[src/rtl/data_cache.sv]
// Direct-mapped, write-through, no-write-allocate data cache between the core and a word-addressed memory.
// Latency: load hit 0 cycles (combinational); load miss LINE_WORDS+1 cycles minimum; store 1 cycle + ack wait.
// Backpressure: core_ready low stalls the core; mem_req and its fields are held stable until mem_ack.

module data_cache #(
    parameter int ADDR_WIDTH = 32,
    parameter int NUM_LINES  = 16,
    parameter int LINE_WORDS = 4
) (
    input  logic                  clk,
    input  logic                  rst,
    input  logic                  core_req,
    input  logic                  core_we,
    input  logic [ADDR_WIDTH-1:0] core_addr,
    input  logic [31:0]           core_wdata,
    input  logic [3:0]            core_wstrb,
    output logic [31:0]           core_rdata,
    output logic                  core_ready,
    input  logic                  invalidate,
    output logic                  mem_req,
    output logic                  mem_we,
    output logic [ADDR_WIDTH-1:0] mem_addr,
    output logic [31:0]           mem_wdata,
    output logic [3:0]            mem_wstrb,
    input  logic [31:0]           mem_rdata,
    input  logic                  mem_ack,
    output logic [31:0]           hit_count,
    output logic [31:0]           miss_count
);

    // Word-select width is kept at least 1 so a single-word line still has a legal counter.
    localparam int WSEL_W = (LINE_WORDS > 1) ? $clog2(LINE_WORDS) : 1;
    localparam int OFF_W  = $clog2(LINE_WORDS) + 2;
    localparam int IDX_W  = $clog2(NUM_LINES);
    localparam int TAG_W  = ADDR_WIDTH - OFF_W - IDX_W;
    localparam int DA_W   = IDX_W + WSEL_W;

    localparam logic [WSEL_W-1:0]     LAST_K    = WSEL_W'(LINE_WORDS - 1);
    localparam logic [WSEL_W-1:0]     WSEL_MASK = WSEL_W'(LINE_WORDS - 1);
    localparam logic [ADDR_WIDTH-1:0] LINE_MASK = ~ADDR_WIDTH'((1 << OFF_W) - 1);

    typedef enum logic [1:0] {
        IDLE,
        FILL,
        WRITE
    } state_t;

    state_t state;

    logic [WSEL_W-1:0]    fill_k;
    logic                 inv_pending;
    logic                 refilled;
    logic [NUM_LINES-1:0] valid;
    logic [TAG_W-1:0]     tag_mem  [NUM_LINES];
    logic [31:0]          data_mem [1 << DA_W];

    logic [IDX_W-1:0]      idx;
    logic [TAG_W-1:0]      tag;
    logic [WSEL_W-1:0]     wsel;
    logic                  hit;
    logic                  inval_now;
    logic                  load_hit;
    logic [31:0]           rd_word;
    logic [31:0]           merged;
    logic [ADDR_WIDTH-1:0] fill_addr;

    assign idx       = IDX_W'(core_addr >> OFF_W);
    assign tag       = TAG_W'(core_addr >> (OFF_W + IDX_W));
    assign wsel      = WSEL_W'(core_addr[ADDR_WIDTH-1:2]) & WSEL_MASK;
    assign hit       = valid[idx] && (tag_mem[idx] == tag);
    // A pending invalidate from FILL/WRITE is applied on the first IDLE cycle, like a live one.
    assign inval_now = (state == IDLE) && (invalidate || inv_pending);
    assign load_hit  = (state == IDLE) && core_req && !core_we && hit && !inval_now;
    assign rd_word   = data_mem[{idx, wsel}];
    assign fill_addr = (core_addr & LINE_MASK) | ADDR_WIDTH'({fill_k, 2'b00});

    assign core_rdata = load_hit ? rd_word : 32'h0;
    assign core_ready = load_hit || ((state == WRITE) && core_req && mem_ack);
    assign mem_req    = (state != IDLE);
    assign mem_we     = (state == WRITE);
    assign mem_addr   = (state == WRITE) ? {core_addr[ADDR_WIDTH-1:2], 2'b00} : fill_addr;
    assign mem_wdata  = core_wdata;
    assign mem_wstrb  = (state == WRITE) ? core_wstrb : 4'h0;

    // Byte-merge of the store data over the currently cached word for write hits.
    always_comb begin
        merged = rd_word;
        for (int b = 0; b < 4; b++) begin
            if (core_wstrb[b]) merged[8*b +: 8] = core_wdata[8*b +: 8];
        end
    end

    // Control FSM, valid bits and saturating counters; reset aborts any memory transfer at once.
    always_ff @(posedge clk or negedge rst) begin
        if (!rst) begin
            state       <= IDLE;
            fill_k      <= '0;
            valid       <= '0;
            inv_pending <= 1'b0;
            refilled    <= 1'b0;
            hit_count   <= '0;
            miss_count  <= '0;
        end else begin
            case (state)
                IDLE: begin
                    inv_pending <= 1'b0;
                    refilled    <= 1'b0;
                    if (inval_now) valid <= '0;
                    if (core_req) begin
                        if (core_we) begin
                            state <= WRITE;
                        end else if (load_hit) begin
                            // The load that caused a refill retires here without counting as a hit.
                            if (!refilled && (hit_count != '1)) hit_count <= hit_count + 32'd1;
                        end else begin
                            if (miss_count != '1) miss_count <= miss_count + 32'd1;
                            valid[idx] <= 1'b0;
                            fill_k     <= '0;
                            state      <= FILL;
                        end
                    end
                end
                FILL: begin
                    if (invalidate) inv_pending <= 1'b1;
                    if (mem_ack) begin
                        if (fill_k == LAST_K) begin
                            valid[idx] <= 1'b1;
                            refilled   <= 1'b1;
                            state      <= IDLE;
                        end else begin
                            fill_k <= fill_k + 1'b1;
                        end
                    end
                end
                WRITE: begin
                    if (invalidate) inv_pending <= 1'b1;
                    if (mem_ack) state <= IDLE;
                end
                default: state <= IDLE;
            endcase
        end
    end

    // Line storage: fill words from memory, write tag on the last word, merge store bytes on write hits.
    always_ff @(posedge clk) begin
        if ((state == FILL) && mem_ack) begin
            data_mem[{idx, fill_k}] <= mem_rdata;
            if (fill_k == LAST_K) tag_mem[idx] <= tag;
        end
        if ((state == WRITE) && mem_ack && hit) begin
            data_mem[{idx, wsel}] <= merged;
        end
    end

endmodule

[config.mk]
export PLATFORM = sky130hd
export DESIGN_NAME = data_cache
export DESIGN_NICKNAME = d
export VERILOG_FILES = /design/src/rtl/data_cache.sv
export SDC_FILE = /design/constraint.sdc
export NUM_CORES = 2
export LEC_CHECK = 0
export BUFFER_PORTS_ARGS = -buffer_cell sky130_fd_sc_hd__buf_4
export CAP_MARGIN = 15
export CORE_AREA = 2 2 644 518
export DETAILED_ROUTE_END_ITERATION = 10
export DIE_AREA = 0 0 646 520
export PLACE_DENSITY = 0.55
export SLEW_MARGIN = 10
export SYNTH_ARGS = -nofsm -noshare
export SYNTH_HDL_FRONTEND = slang
export SYNTH_SLANG_ARGS = --single-unit
[constraint.sdc]
create_clock -name clk -period 10.9 [get_ports clk]
set_clock_uncertainty 0.15 [all_clocks]
set_input_delay 2.18 -clock clk [delete_from_list [all_inputs] [get_ports clk]]
set_output_delay 2.18 -clock clk [all_outputs]
set_load 0.02 [all_outputs]
==> results by group <==
Status
  • Status: complete, no violations

Synthesis
  • EDFF count, synth: 2432
  • Synthesized area: 98610 sq um
  • Yosys warnings: 0
  • Largest family of logic cells by synthesized area: multiplexers
  • Post-Synth Adder-Cell Area: 0.0007613
  • Post-synth top area cell: edfxtp_1
  • Simple-gate share of the synthesized area: 0.02613
  • Post-synth top cells: 2432 x edfxtp_1, 646 x mux4_2, 178 x nor2_1
  • XOR/XNOR share of the synthesized area: 0.007816
  • Synth Area in Compound Gates: 0.02240
  • Main synth FF type: edfxtp_1
  • Multiplexer share of the synthesized area: 0.1648
  • Cell variety after synth: 72
  • Area share of the largest cell type after synthesis: 0.7406
  • Mean Syn Cell Area: 21.46 sq um
  • Async set-reset flop share out of synthesis: 0.03415
  • Cell count after synthesis: 4594
  • Top post-synthesis cells by area: edfxtp_1 74%, mux4_2 15%, dfrtp_1 2.2%
  • Most common cell in the netlist: edfxtp_1
  • Register area share after synthesis: 0.7625
  • Synth Register Bits: 2518

CTS
  • CTS Root Cell: clkbuf_16
  • TritonCTS clock tree: done
  • Clock Tree Buf Depth: 4
  • Postcts setup bufs: 0
  • Post-CTS Resized: 0
  • TritonCTS buffer count: 237
  • H-Tree Level Count: 4
  • Hold Buf Count CTS: 0
  • Clock sinks: 2518
  • Reg clk slew, reported paths: 0.06 ns
  • Worst-Skew Late Latency: 0.90 ns

Global route
  • Met2 Use GR: 0.2560
  • Largest net degree at the start of global routing: 95
  • Met1 global-route usage: 0.2455
  • GR Layer Usage met3: 0.03169
  • First-pass GRT wire length: 395800 um
  • Antenna violations before repair: 11
  • Tot GR Track Use: 0.1670
  • Total grt overflow: 0
  • Most Crowded Layer GR: met2
  • Vias in the first global route: 49500

Placed design
  • Final RePlAce weighted congestion: 0.7858
  • Hpwl dp: 169400 um
  • Placed cell area: 107400 sq um
  • Count of input and output buffers: 268

Worst setup path
  • Crit path cell chain: buf_8 > buf_4 > nand2b_1 > o22ai_1 > or3_1 > nand4_1 > o31ai_1 > and3_1 > nand4_4 > buf_4 > nor2_1 > buf_4
  • Cell mode on critical path: buf_4
  • Critical Path Max Stage Delay: 0.60 ns
  • Crit path buf inv count: 4
  • Kind of cell adding the most delay to the critical path: simple AND/OR/NAND/NOR gates
  • Worst path slowest cell: o31ai_1
  • Crit Path Max Fanout: 57
  • Setup crit end kind: primary output
  • Worst EP arrival: 6.50 ns
  • Crit path kind: input port to primary output
  • Required @ worst endpoint: 8.57 ns
  • Startpoint types: input port

Cells and area
  • Final Util: 0.3485
  • Fillers: 30500
  • Final nets: 5125
  • Layout cells sized above 1: 0.3109
  • # diodes: 0
  • Area delta synth->final: 16.60%
  • Final instance area: 115000 sq um

Detailed routing
  • Vias: 50500
  • Routed WL per cell: 29.95 um
  • DRC Markers: 0
  • Routed WL: 287600 um
  • Pre-Repair DR Iteration Count: 6
  • Routed Antenna Nets: 0
  • Via density: 5.259
  • Drt first-iter violations: 6570

Timing
  • Setup violators final: 0
  • Setup_tns: 0 ns
  • Final hold vios: 0
  • Final slew viol count: 0
  • Worst slew pin tran: 1.307 ns
  • Tcrit/Tclk final: 0.8100
  • Fin crit period: 8.829 ns
  • Achievable Freq: 113.3 MHz
  • RSZ-0062 raised after global routing: no
  • Slew HR: 0.1289

Die
  • Initial Util: 0.2989
  • Io pins: 273
  • Die area: 335900 sq um
  • Die Ht: 520 um
  • CORE AREA: 329900 sq um
  • Row count: 189
  • Die Span X: 646 um

Worst hold path
  • Hold WC Path Type: register to register

Power and ir drop
  • Leak Pwr: 0.03621 uW
  • PwrDens: 174.2 nW/um^2
  • Worst vdd ir: 129.5 uV

Run
  • Max cap viols: 0
==> layout make-up <==
| type | count | area [sq um] | area share |
|---|---|---|---|
| flip-flops and latches | 2518 | 75180 | 0.6539 |
| clock buffers | 309 | 6337 | 0.05512 |
| inverters | 20 | 75.07 | 0.0006529 |
| clock inverters | 127 | 1099 | 0.009555 |
| well taps | 4393 | 5497 | 0.04781 |
| multi-input cells | 1763 | 22870 | 0.1989 |
| repair buffers | 473 | 3916 | 0.03406 |
==> placed cells by master (no fill, tap or decap), drive strengths merged, types with 6 or more instances in the layout <==
cell      instances
o22ai            12
edfxtp         2432
and3             26
a22oi           113
nor3             40
o211ai            6
clkbuf          309
a221oi            9
buf             473
a31o              9
nand3            60
bufinv           18
inv              25
nand4            41
a211oi            6
dfrtp            86
mux4            646
a22o              8
clkinvlp         10
xnor2            50
and2             11
ha                6
nor2            179
nand2b           10
nand2           114
xor2             38
clkinv           94
or3               6
a21o              7
mux2i           125
mux2             38
nor2b            19
o21ai            62
o32ai             6
a21oi            37
a31oi            11
nor4             13
==> power by group <==
group          internal [uW]  switching, uW  leakage (uW)
clock network           4510           3590       0.00361
registers              10600           27.1        0.0230
logic                    450            807       0.00957
total                  15600           4430        0.0362
==> per-layer routing <==
layer,vias up,wire (um)
met5,-,9
met4,2,7076
met3,401,24320
met2,2349,131100
met1,27670,125100
li1,20080,-
==> kinds of logic after synthesis <==
kind of cell	Yosys count
simple gates	539
compound gates	319
mux	809
flops	2518
xor+xnor	88
other cells	1
fa+ha+maj	6
buf+inv	314
==> worst register-to-register path: stages, from the launching register on <==
cell	delay, ns
edfxtp_1	0.37
mux2_2	0.26
o22ai_1	0.36
nor3_1	0.16
a2111oi_2	0.64
o22ai_1	0.26
nor4_4	0.47
nand4_4	0.14
buf_4	0.36
mux2i_4	0.42
buf_4	0.35
nor2_4	0.75
buf_4	0.59
==> state kept, by name (all words and copies together), names as in the netlist <==
name	flops
data_mem	2048
fill_k	2
hit_count	32
inv_pending	1
miss_count	32
refilled	1
state	2
tag_mem	384
valid	16
==> metrics by stage <==
stage               std cells  worst slack [ns]  hold WS, ns  power, uW
finish                   9603             2.071       0.3498      20030
global route             9603             1.868       0.3666      20620
CTS                      9600             2.057       0.3495      20190
detailed placement       9164             2.061       0.3399      12150
global placement         9162             2.022       0.3326      12130
floorplan                4595             2.774       0.3283      11610
==> worst paths after layout <==
| check | to | cells past startpoint | start | slack, ns |
|---|---|---|---|---|
| max | core_rdata[23] | 12 | core_addr[5] | 2.07 |
| min | hit_count[25]$_DFFE_PN0P_ | 1 | hit_count[25]$_DFFE_PN0P_ | 0.35 |
| max reg2reg | data_mem[13][17]$_DFFE_PP_ | 12 | tag_mem[10][23]$_DFFE_PP_ | 5.14 |
| min reg2reg | hit_count[25]$_DFFE_PN0P_ | 1 | hit_count[25]$_DFFE_PN0P_ | 0.35 |
| max in group asynchronous | valid[3]$_DFFE_PN0P_ | 3 | rst | 8.69 |
| min in group asynchronous | hit_count[10]$_DFFE_PN0P_ | 1 | rst | 0.95 |
Power figures use the tool's default switching activity.
